### src/rtl/pdm_dac_stereo.sv
// rtl/pdm_dac_stereo.sv - stereo sample FIFO, audio-rate pop and first-order sigma-delta PDM outputs
//
// Purpose: accepts signed left/right sample pairs over a valid/ready handshake,
// buffers them in a small FIFO, releases one pair per RATE_DIV clk cycles into
// offset-binary hold registers and converts each channel to a 1-bit PDM stream.
//
// Ports:
//   clk           system clock, rising edge
//   reset         asynchronous active-high reset
//   enable        1 = run rate counter and modulators, 0 = idle
//   s_valid       upstream pair valid
//   s_ready       FIFO can accept a pair
//   s_left        left sample, signed DW bits
//   s_right       right sample, signed DW bits
//   fifo_level    pairs currently stored
//   underrun      sticky: a rate tick found the FIFO empty
//   underrun_clr  single-cycle clear of underrun (a same-cycle set wins)
//   pdm           PDM bitstreams, [0]=left, [1]=right
module pdm_dac_stereo #(
    parameter int DW       = 16,
    parameter int FIFO_AW  = 2,
    parameter int RATE_DIV = 500
) (
    input  logic               clk,
    input  logic               reset,
    input  logic               enable,
    input  logic               s_valid,
    output logic               s_ready,
    input  logic [DW-1:0]      s_left,
    input  logic [DW-1:0]      s_right,
    output logic [FIFO_AW:0]   fifo_level,
    output logic               underrun,
    input  logic               underrun_clr,
    output logic [1:0]         pdm
);

    localparam int DEPTH = 2 ** FIFO_AW;
    localparam int CW    = $clog2(RATE_DIV);

    logic [CW-1:0]      rate_cnt;
    logic [2*DW-1:0]    mem [DEPTH];
    logic [FIFO_AW-1:0] wr_ptr;
    logic [FIFO_AW-1:0] rd_ptr;
    logic [FIFO_AW:0]   level;
    logic [DW-1:0]      hold_l;
    logic [DW-1:0]      hold_r;
    logic [DW-1:0]      acc_l;
    logic [DW-1:0]      acc_r;

    logic               tick;
    logic               fifo_empty;
    logic               push;
    logic               pop;
    logic [2*DW-1:0]    head;
    logic [DW:0]        sum_l;
    logic [DW:0]        sum_r;

    assign tick       = enable && (rate_cnt == CW'(RATE_DIV - 1));
    // Ready is derived from the registered count only, so a full FIFO stays
    // closed on a tick cycle even though a slot frees at that edge.
    assign s_ready    = (level != (FIFO_AW + 1)'(DEPTH));
    assign fifo_empty = (level == '0);
    assign push       = s_valid && s_ready;
    assign pop        = tick && !fifo_empty;
    assign head       = mem[rd_ptr];
    assign fifo_level = level;

    // The carry out of the accumulator is the PDM bit; its density is hold/2**DW.
    assign sum_l = {1'b0, acc_l} + {1'b0, hold_l};
    assign sum_r = {1'b0, acc_r} + {1'b0, hold_r};

    always_ff @(posedge clk or posedge reset) begin
        if (reset) begin
            rate_cnt <= '0;
            wr_ptr   <= '0;
            rd_ptr   <= '0;
            level    <= '0;
            hold_l   <= '0;
            hold_r   <= '0;
            acc_l    <= '0;
            acc_r    <= '0;
            pdm      <= 2'b00;
            underrun <= 1'b0;
            for (int i = 0; i < DEPTH; i++) begin
                mem[i] <= '0;
            end
        end else begin
            if (!enable || tick) begin
                rate_cnt <= '0;
            end else begin
                rate_cnt <= rate_cnt + CW'(1);
            end

            if (push) begin
                mem[wr_ptr] <= {s_left, s_right};
                wr_ptr      <= wr_ptr + FIFO_AW'(1);
            end

            // Pop converts two's complement to offset binary by flipping the MSB.
            if (pop) begin
                hold_l <= {~head[2*DW-1], head[2*DW-2:DW]};
                hold_r <= {~head[DW-1], head[DW-2:0]};
                rd_ptr <= rd_ptr + FIFO_AW'(1);
            end

            case ({push, pop})
                2'b10:   level <= level + (FIFO_AW + 1)'(1);
                2'b01:   level <= level - (FIFO_AW + 1)'(1);
                default: level <= level;
            endcase

            if (tick && fifo_empty) begin
                underrun <= 1'b1;
            end else if (underrun_clr) begin
                underrun <= 1'b0;
            end

            // A freshly popped value is first accumulated on the following edge.
            if (enable) begin
                acc_l <= sum_l[DW-1:0];
                acc_r <= sum_r[DW-1:0];
                pdm   <= {sum_r[DW], sum_l[DW]};
            end else begin
                acc_l <= '0;
                acc_r <= '0;
                pdm   <= 2'b00;
            end
        end
    end

endmodule

### config.mk
export PLATFORM = sky130hd
export DESIGN_NAME = pdm_dac_stereo
export DESIGN_NICKNAME = d
export VERILOG_FILES = /design/src/rtl/pdm_dac_stereo.sv
export SDC_FILE = /design/constraint.sdc
export NUM_CORES = 1
export LEC_CHECK = 0
export CORE_UTILIZATION = 49
export DETAILED_ROUTE_END_ITERATION = 10
export GPL_TIMING_DRIVEN = 0
export PLACE_DENSITY = 0.69
export SKIP_CTS_REPAIR_TIMING = 1
export SLEW_MARGIN = 20
export SYNTH_ARGS = -nofsm -noshare
export SYNTH_HDL_FRONTEND = slang
export SYNTH_SLANG_ARGS = --single-unit
### constraint.sdc
create_clock -name clk -period 6.8 [get_ports clk]
set_clock_uncertainty 0.15 [all_clocks]
set_input_delay 1.02 -clock clk [delete_from_list [all_inputs] [get_ports clk]]
set_output_delay 1.02 -clock clk [all_outputs]
set_load 0.02 [all_outputs]
# Yosys cells after proc, flatten, opt, wreduce, memory -nomap -nowiden
# Cells that the tools add are included.
# Widths: inputs -> output; s select.
[word_totals]
register_bits = 211
input_bits = 37
output_inout_bits = 7
word_cells = 56
[classes]
addsub = 7
order_cmp = 3
n_eq_ne = 4
n_mux = 13
bitwise = 4
reduce_logical = 11
[ops]
columns = ["op", "count"]
rows = [
  ["$bwmux 128", 1],
  ["$mux 32", 3],
  ["$bmux 32 s2", 1],
  ["$demux 32 s2", 1],
  ["$add 16x16->17", 2],
  ["$mux 16", 2],
  ["$add 9x1->9 const B", 1],
  ["$eq 9x9->1 const B", 1],
  ["$mux 9", 1],
  ["$ge 3x3->1 const B", 2],
  ["$not 2->3", 2],
  ["$pmux 3 s2", 1],
  ["$logic_and 1x1->1", 5],
  ["$add 2x1->2 const B", 2],
  ["$reduce_bool 2->1", 2],
  ["$add 3x1->3 const B", 1],
  ["$logic_not 3->1", 1],
  ["$lt 3x1->1 const B", 1],
  ["$ne 3x3->1 const B", 1],
  ["$sub 3x1->3 const B", 1],
  ["$eq 2x1->1 const B", 1],
  ["$eq 2x2->1 const B", 1],
  ["$logic_not 1->1", 2],
  ["$mux 1", 2],
  ["3 further kinds", 4],
]

# Depth between registers and ports, before layout
# Gate-level depths: netlist of run 1.
[logic_depth]
ltp_word = 6
depth_mapped = 11
depth_no_buf = 11

# Worst setup path after synthesis of run 1
# Ideal clock, no wire load.
[synth_timing]
kind = "in2reg"
from = "input port enable"
to = "register level[2], in the netlist fifo_level[2]"
setup_time_ns = 0.080
t_arrival_ns = 2.504
required_time_ns = 6.570
path_slack_ns = 4.066
path_stages = 9
path_buffers = 1
cell_sequence = "clkbuf_1 > nand3_2 > inv_1 > ha_1 > inv_1 > fa_1 > xor2_1 > nor2_1 > xor2_1"
[synth_between]
elab_chain_cells = 4
word_cells_on_any_way = 6
cone_classes = "eq/ne: 2; mux: 1; reduce/logical: 3"
[synth_lines]
columns = ["element", "line_no", "text"]
rows = [
  ["start, declared", "26", "input logic enable,"],
  ["$logic_and 1x1->1 *", "58", "assign tick = enable && (rate_cnt == CW'(RATE_DIV - 1));"],
  ["$logic_and 1x1->1 *", "64", "assign pop = tick && !fifo_empty;"],
  ["via pop", "53", "logic pop;"],
  ["$eq 2x1->1 or $eq 2x2->1 (tied branches)", "106", "case ({push, pop})"],
  ["$pmux 3 s2 or $reduce_bool 2->1 (tied branches)", "-", ""],
  ["end signal, assigned", "107", "2'b10: level <= level + (FIFO_AW + 1)'(1);"],
  ["end signal, assigned", "108", "2'b01: level <= level - (FIFO_AW + 1)'(1);"],
  ["end signal, assigned", "109", "default: level <= level;"],
  ["end, declared", "44", "logic [FIFO_AW:0] level;"],
]
# Mark *: on every way through the listed nets, which the timed path passes. The rest lies on a longest branch.
# A chain may end at the register's enable or synchronous reset.

# Worst setup path in the final report of run 1
[layout_timing]
from = "register level[0], in the netlist fifo_level[0]"
to = "output port s_ready"
[layout_between]
elab_chain_cells = 1
[layout_lines]
columns = ["element", "line_no", "text"]
rows = [
  ["$ne 3x3->1", "61", "assign s_ready = (level != (FIFO_AW + 1)'(DEPTH));"],
  ["end, declared", "28", "output logic s_ready,"],
]
# Every way passes these cells.

==> metrics, run 1 <==
Skew-Pair Late Insertion Delay=0.51 ns; Iter 0 DRT Violations=about 230; Most used DFF post-synth=dfrtp_1; grt total ovfl=0; placed cells=1053; gr usage total=between 20% and 30%; Worst Max-Slew Pin Slew=around 0.77 ns; CP startpoint=fifo_level[0]$_DFFE_PP0P_; Fillers=around 1500; Worst-path clk slew=0.06 ns; die height=between 100 and 150 um; vias in the first global route=6631; YS warnings=0; post-synthesis sequential area ratio=52.8%; HP Class=flop to flop; post-layout util=59.1%; synth top area cells=dfrtp_1, mux2_1, mux4_2, ha_1, mux2_2; Final min period=2.86 ns; row cnt=51; Max Fanout on Critical Path=4; Slew Limit Fails=0; gpl congestion=around 0.84; Max H-tree Level=1; Final period util=42.1%; kind of start point of the critical path=flop; hold depth=1; EDFF count, synth=0; slowest stage delay, CP=about 0.6 ns; Slew HR=48.7%; leak pwr=5.29 nW; number of distinct library cells after synthesis=slightly above 50; Synth Register Bits=211; Synth top area share=52.8%; Routed Antenna Nets=0; Ports=44; pwr dens=~340 mW/mm^2; type of destination of the critical path=output pin; Layout Area Growth over Synthesis=16.6%; Synth top cells by count=dfrtp_1, mux2_1, ha_1, mux4_2, nor2_1; Net Count, Synth=817; worst setup path category=flop to output pin; outcome=finished, final reports clean; Final nets=about 890; fmax=349 MHz; DIE AREA=0.0210 mm^2; Syn Inst Count=739; CTS tree=done; VDD IR max=294 uV; # DRC=0; clk buf depth=3; Core ar.=0.0197 mm^2; Final Instance Count excl. Fillers=1091; vias per inst=5.66; Worst EP required=5.63 ns; clock buffer count from CTS=24; first-pass GRT wire length=between 30 and 40 mm; largest net degree at the start of global routing=36; Root Buffer=clkbuf_16; largest area contributor in the netlist=dfrtp_1; total wire length=21.0 mm; starting density of the core=50.7%; final hold viol count=0; share of cells above drive strength 1=between 10% and 20%; Reg2Reg Depth=11; DR pass1 iterations=4; top-count cell post-synth=dfrtp_1; setup TNS=0 ns; ant diodes=0; DR vias=6170; Async SR Flop Fraction=100%; RSZ-0062 raised after global routing=false; Detailed Place HPWL=14.9 mm; slowest cell on the critical path=clkdlybuf4s50_1; Final setup viols=0; Max Cap Violations=0; hold path start=mem[5]$_DFFE_PP0P_; initial antenna violation count=1; wire length per cell=19.2 um; IO Port Bufs=between 40 and 50; Die W=145 um; R2R Path Start=rate_cnt[0]$_DFF_PP0_; Mapped Area=0.0100 mm^2; Mean Syn Cell Area=13.5 um^2; worst path cell trace=inv_2, nand3_1, clkdlybuf4s50_1; Crit path arrival time=1.69 ns; Sink Count=211
cell type report:
cell class,instances,area (um^2),area share (%)
Buffer,30,139,1.19
Clock buffer,34,709,6.08
Clock inverter,4,48.8,0.419
Inverter,22,86.3,0.740
Tap cell,265,332,2.84
Multi-Input combinational cell,476,4500,38.6
Sequential cell,211,5280,45.3
Timing Repair Buffer,49,568,4.87
final timing paths:
kind	to	slack, ns
worst max-delay path	s_ready	3.94
worst min-delay path	mem[5]$_DFFE_PP0P_	0.34
worst max register to register	fifo_level[2]$_DFFE_PP0P_	4.04
worst min register to register	mem[5]$_DFFE_PP0P_	0.34
max in group asynchronous	pdm[1]$_DFF_PP0_	4.74
min in group asynchronous	mem[49]$_DFFE_PP0P_	0.63
cells by family (layout without fill, tap and decap cells):
kind of cell / Yosys count / in the layout / synth area share (%)
adders and majority gates: 41 / 41 / 5.36
buffers and inverters: 52 / 139 / 2.21
AOI/OAI and AO/OA: 103 / 103 / 6.63
muxes: 193 / 193 / 25.3
and+or+nand+nor: 117 / 117 / 5.76
xor gates and xnor gates: 22 / 22 / 1.93
DFF: 211 / 211 / 52.8
through the flow:
stage | total power [W] | cell area (um^2) | hold slack, ns | setup WS [ns]
finish | 0.00399 | 11700 | 0.337 | 3.94
global route | 0.00420 | 11700 | 0.352 | 3.77
global placement | 0.00266 | 10800 | 0.318 | 1.50
detailed placement | 0.00278 | 10900 | 0.328 | 3.57
CTS | 0.00404 | 11700 | 0.341 | 3.91
floorplan | 0.00246 | 10000 | 0.305 | 2.89
sequential cells by signal, indices dropped and copies added (netlist names):
name,count
hold_l,16
pdm,2
rate_cnt,9
rd_ptr,2
hold_r,16
fifo_level,3
acc_l,16
mem,128
acc_r,16
underrun,1
wr_ptr,2
where the power goes:
part	internal (W)	leakage, nW	switching, W	total, W
logic	0.000491	2.26	0.000383	0.000874
clock network	0.000754	0.375	0.000482	0.00124
registers	0.00167	2.66	0.000214	0.00188
total	0.00291	5.29	0.00108	0.00399
placed cells by master, fill, tap and decap left out, drive strengths merged, types with 15 or more instances in the layout:
cell type      Yosys  layout
dfrtp            211     211
mux2             158     158
clkbuf             9      43
clkdlybuf4s50      0      42
ha                38      38
mux4              32      32
nor2              31      31
nand2             29      29
o21ai             29      29
buf               21      28
a21oi             26      26
inv               21      20
xnor2             15      15
worst max-delay path: cells and delay by family, from the launching register on:
kind,cells,cell delay (ns)
buffers and inverters,2,0.67
DFF,1,0.41
and+or+nand+nor,1,0.11
layer usage:
layer / vias up / part of all wire, % / global-route usage (%) / wire (um)
met2: 108 / 48 / 36.6 / 10100
met5: - / 0.067 / 0 / 14
met4: 2 / 1.6 / 5.71 / 340
li1: 2853 / - / - / -
met3: 33 / 4.2 / 3.55 / 889
met1: 3174 / 46 / 29.1 / 9620
(Power assumes the default switching activity.)
==> run 2: changes to the inputs <==
==> constraint.sdc (replaced) <==
create_clock -name clk -period 2.4 [get_ports clk]
set_clock_uncertainty 0.15 [all_clocks]
set_input_delay 0.36 -clock clk [delete_from_list [all_inputs] [get_ports clk]]
set_output_delay 0.36 -clock clk [all_outputs]
set_load 0.02 [all_outputs]
==> metrics, run 2 (synthesis gave the netlist of run 1 again) <==
wire length per cell=about 19 um; DR pass1 iterations=4; GR peak layer=met2; VDD IR max=833 uV; Final nets=897; met2 Track Usage GR=between 30% and 40%; Crit path arrival time=2.58 ns; slowest cell on the critical path=or4_1; gpl congestion=0.841; Top delay family on crit path=simple AND/OR/NAND/NOR gates; Buf/Inv on CP=1; vias in the first global route=around 6600; largest net degree at the start of global routing=36; Slew HR=47.7%; IO Port Bufs=42; DR vias=6184; Max H-tree Level=1; die height=145 um; Skew-Pair Late Insertion Delay=0.50 ns; M3 GR Usage=3.55%; max reg flops=128; leading cell type in the layout, fill and taps excluded=dfrtp_1; met1 usage=between 20 and 30%; Final period util=95.7%; most frequent cells in the layout=dfrtp_1, mux2_1, clkdlybuf4s50_1; row cnt=slightly above 50; Worst-path clk slew=0.06 ns; Worst EP required=2.68 ns; first-pass GRT wire length=34.8 mm; Final min period=2.30 ns; RSZ-0062 raised after global routing=true; outcome=finished, final reports clean; worst setup path category=flop to flop; Die W=between 100 and 150 um; Max Fanout on Critical Path=4; Max Cap Violations=0; Core ar.=0.0197 mm^2; CTS tree=done; grt total ovfl=0; Layout Area Growth over Synthesis=17.9%; Detailed Place HPWL=roughly 15 mm; share of cells above drive strength 1=15.4%; Iter 0 DRT Violations=210; worst path cell trace=ha_1, inv_1, fa_1, nor2b_2, o31a_1, o21bai_2, a21oi_1, or4_1, nand4_1; setup TNS=0 ns; vias per inst=5.64; post-layout util=59.8%; Slew Limit Fails=0; final hold viol count=0; Reg with most FFs=mem; Worst Max-Slew Pin Slew=0.784 ns; Final setup viols=0; Sink Count=211; Routed Antenna Nets=0; HP Class=input port to flop; DIE AREA=0.0210 mm^2; initial antenna violation count=1; kind of start point of the critical path=flop; leak pwr=5.32 nW; total wire length=21.1 mm; Ports=44; Root Buffer=clkbuf_16; fmax=between 400 and 500 MHz; clock buffer count from CTS=24; gr usage total=21.7%; clk buf depth=3; ant diodes=0; slowest stage delay, CP=0.48 ns; type of destination of the critical path=flop; # DRC=0; starting density of the core=roughly half; Fillers=1511; pwr dens=960 mW/mm^2
-- run 2: final timing paths --
| check | startpoint | cells after the start | slack [ns] | end |
|---|---|---|---|---|
| max in group asynchronous | reset | 7 | 0.45 | underrun$_DFFE_PP0P_ |
| min | enable | 3 | 0.18 | acc_l[11]$_DFF_PP0_ |
| max | hold_r[0]$_DFFE_PP0P_ | 9 | 0.10 | acc_r[10]$_DFF_PP0_ |
| min in group asynchronous | reset | 3 | 0.52 | mem[49]$_DFFE_PP0P_ |
| max reg2reg | hold_r[0]$_DFFE_PP0P_ | 9 | 0.10 | acc_r[10]$_DFF_PP0_ |
| min reg2reg | mem[47]$_DFFE_PP0P_ | 1 | 0.34 | mem[47]$_DFFE_PP0P_ |
-- run 2: layer usage --
metal / up-vias / part of all wire, %
met3: 31 / 4.3
met5: - / 0.066
li1: 2865 / -
met1: 3181 / 46
met4: 2 / 1.5
met2: 105 / 48
-- run 2: cell type report --
class                      count  area [um^2]  area share (%)
sequential                   211         5280            44.8
multi-input combinational    476         4590            38.9
clock buffer                  34          709            6.02
timing repair buffer          54          608            5.16
tap                          265          332            2.81
buffer                        30          139            1.18
inverter                      22         88.8           0.753
clock inverter                 4         48.8           0.414
-- run 2: worst register-to-register path, stage by stage (launching register included) --
cell      delay (ns)
dfrtp_1         0.39
ha_1            0.24
inv_1           0.08
fa_1            0.19
nor2b_2         0.06
o31a_1          0.30
o21bai_2        0.15
a21oi_1         0.10
or4_1           0.48
nand4_1         0.09
-- run 2: metrics by stage --
step                      total power (W)  instance area [um^2]  setup WS [ns]  hold slack [ns]  cells
after global routing               0.0119                 11800        -0.0529            0.217   1096
after CTS                          0.0114                 11700         -0.414          -0.0448   1091
after detailed placement          0.00788                 10900         -0.393            0.328   1053
after global placement            0.00755                 10800          -2.24            0.318   1046
after floorplan                   0.00698                 10000         -0.852            0.305    739
final                              0.0113                 11800          0.104            0.178   1096
-- run 2: power by group --
group / total (W) / internal (W) / switching (W)
logic: 0.00248 / 0.00140 / 0.00109
registers: 0.00534 / 0.00473 / 0.000610
clock network: 0.00349 / 0.00214 / 0.00136
total: 0.0113 / 0.00826 / 0.00305
==> run 3: changes to the inputs <==
--- a/config.mk
+++ b/config.mk
@@ -5,10 +5,11 @@
 export SDC_FILE = /design/constraint.sdc
 export NUM_CORES = 1
 export LEC_CHECK = 0
-export CORE_UTILIZATION = 49
+export CORE_UTILIZATION = 55
 export DETAILED_ROUTE_END_ITERATION = 10
 export GPL_TIMING_DRIVEN = 0
-export PLACE_DENSITY = 0.69
+export HOLD_SLACK_MARGIN = 0.15
+export PLACE_DENSITY = 0.76
 export SKIP_CTS_REPAIR_TIMING = 1
 export SLEW_MARGIN = 20
 export SYNTH_ARGS = -nofsm -noshare
==> metrics, run 3 (synthesis gave the netlist of run 1 again) <==
Sink Count=211; DR vias=6285; Max Cap Violations=0; # DRC=0; first-pass GRT wire length=34.0 mm; vias in the first global route=6733; Worst-path clk slew=0.06 ns; Worst EP required=2.67 ns; Worst Max-Slew Pin Slew=0.709 ns; share of cells above drive strength 1=17.0%; CTS tree=done; Layout Area Growth over Synthesis=17.9%; Max Fanout on Critical Path=8; starting density of the core=between 50% and 60%; slowest cell on the critical path=dfrtp_1; Core ar.=0.0175 mm^2; total wire length=20.5 mm; post-layout util=around two thirds; pwr dens=approximately 980 mW/mm^2; Iter 0 DRT Violations=roughly 300; gpl congestion=around 0.89; Routed Antenna Nets=0; leading cell type in the layout, fill and taps excluded=dfrtp_1; slowest stage delay, CP=0.43 ns; wire length per cell=19.3 um; Reg2Reg Depth=11; outcome=finished, final reports clean; HP Class=input port to async pin; Root Buffer=clkbuf_16; Min Hold Slack=0.150 ns; Die W=approximately 140 um; row cnt=48; Final period util=95.3%; initial antenna violation count=1; kind of start point of the critical path=flop; Detailed Place HPWL=14.5 mm; largest net degree at the start of global routing=38; leak pwr=5.34 nW; DIE AREA=~0.019 mm^2; die height=137 um; most frequent cells in the layout=dfrtp_1, mux2_1, clkdlybuf4s50_1; vias per inst=5.91; IO Port Bufs=between 40 and 50; Ports=44; VDD IR max=around 740 uV; Slew HR=52.7%; Slew Limit Fails=0; Final setup viols=0; DR pass1 iterations=4; final hold viol count=0; max reg flops=128; Max H-tree Level=1; worst setup path category=flop to flop; Crit path arrival time=2.55 ns; clk buf depth=3; grt total ovfl=0; Skew-Pair Late Insertion Delay=between 0.5 and 0.6 ns; fmax=roughly 440 MHz; Final min period=~2.3 ns; Reg with most FFs=mem; worst path cell trace=inv_2, nand3_1, and2_1, buf_2, inv_1, ha_4, inv_1, fa_2, xor2_1, nor2_1, xor2_1; type of destination of the critical path=flop; clock buffer count from CTS=23; gr usage total=23.6%; Final nets=about 900
[run 3: per-stage QoR]
step	total power, W	cells	setup slack [ns]	TNS (ns)	instance area (um^2)
2_1_floorplan	0.00698	739	-0.852	-179.81	10000
3_3_place_gp	0.00753	1006	-2.16	-453.31	10700
3_5_place_dp	0.00786	1012	-0.441	-0.680	10800
4_1_cts	0.0115	1053	-0.471	-0.814	11600
5_1_grt	0.0121	1063	-0.0190	-0.0190	11800
6_report	0.0115	1063	0.113	0	11800
[run 3: final cells by class]
type	instances	area (um^2)
sequential	211	5280
clock buffer	29	648
clock inverter	12	141
tap	225	282
buffer	30	139
inverter	22	88.8
antenna	1	2.50
fill	1208	5750
timing repair buffer	57	616
multi-input combinational	476	4590
[run 3: final timing paths]
| kind | to | slack, ns | start |
|---|---|---|---|
| min in group clk | acc_l[11]$_DFF_PP0_ | 0.19 | enable |
| min | mem[86]$_DFFE_PP0P_ | 0.15 | reset |
| max | fifo_level[2]$_DFFE_PP0P_ | 0.11 | fifo_level[1]$_DFFE_PP0P_ |
| min reg2reg | mem[10]$_DFFE_PP0P_ | 0.33 | mem[10]$_DFFE_PP0P_ |
| max reg2reg | fifo_level[2]$_DFFE_PP0P_ | 0.11 | fifo_level[1]$_DFFE_PP0P_ |
| max in group asynchronous | hold_r[1]$_DFFE_PP0P_ | 0.94 | reset |
[run 3: where the power goes]
part | switching (W) | internal (W)
registers | 0.000608 | 0.00472
clock network | 0.00141 | 0.00223
logic | 0.00110 | 0.00143
[run 3: worst max-delay path, delay by kind of cell (launching register included)]
kind                       cells  cell delay, ns
adders and majority gates      2            0.47
DFF                            1            0.43
xor gates and xnor gates       2            0.33
and+or+nand+nor                3            0.40
buffers and inverters          4            0.43
[run 3: per-layer routing]
layer	vias to the layer above	share of wire (%)	track usage, %
met5	-	0	0
met4	0	2.9	8.97
met3	45	4.0	3.15
met2	140	49	39.0
met1	3228	45	32.0
li1	2872	-	-
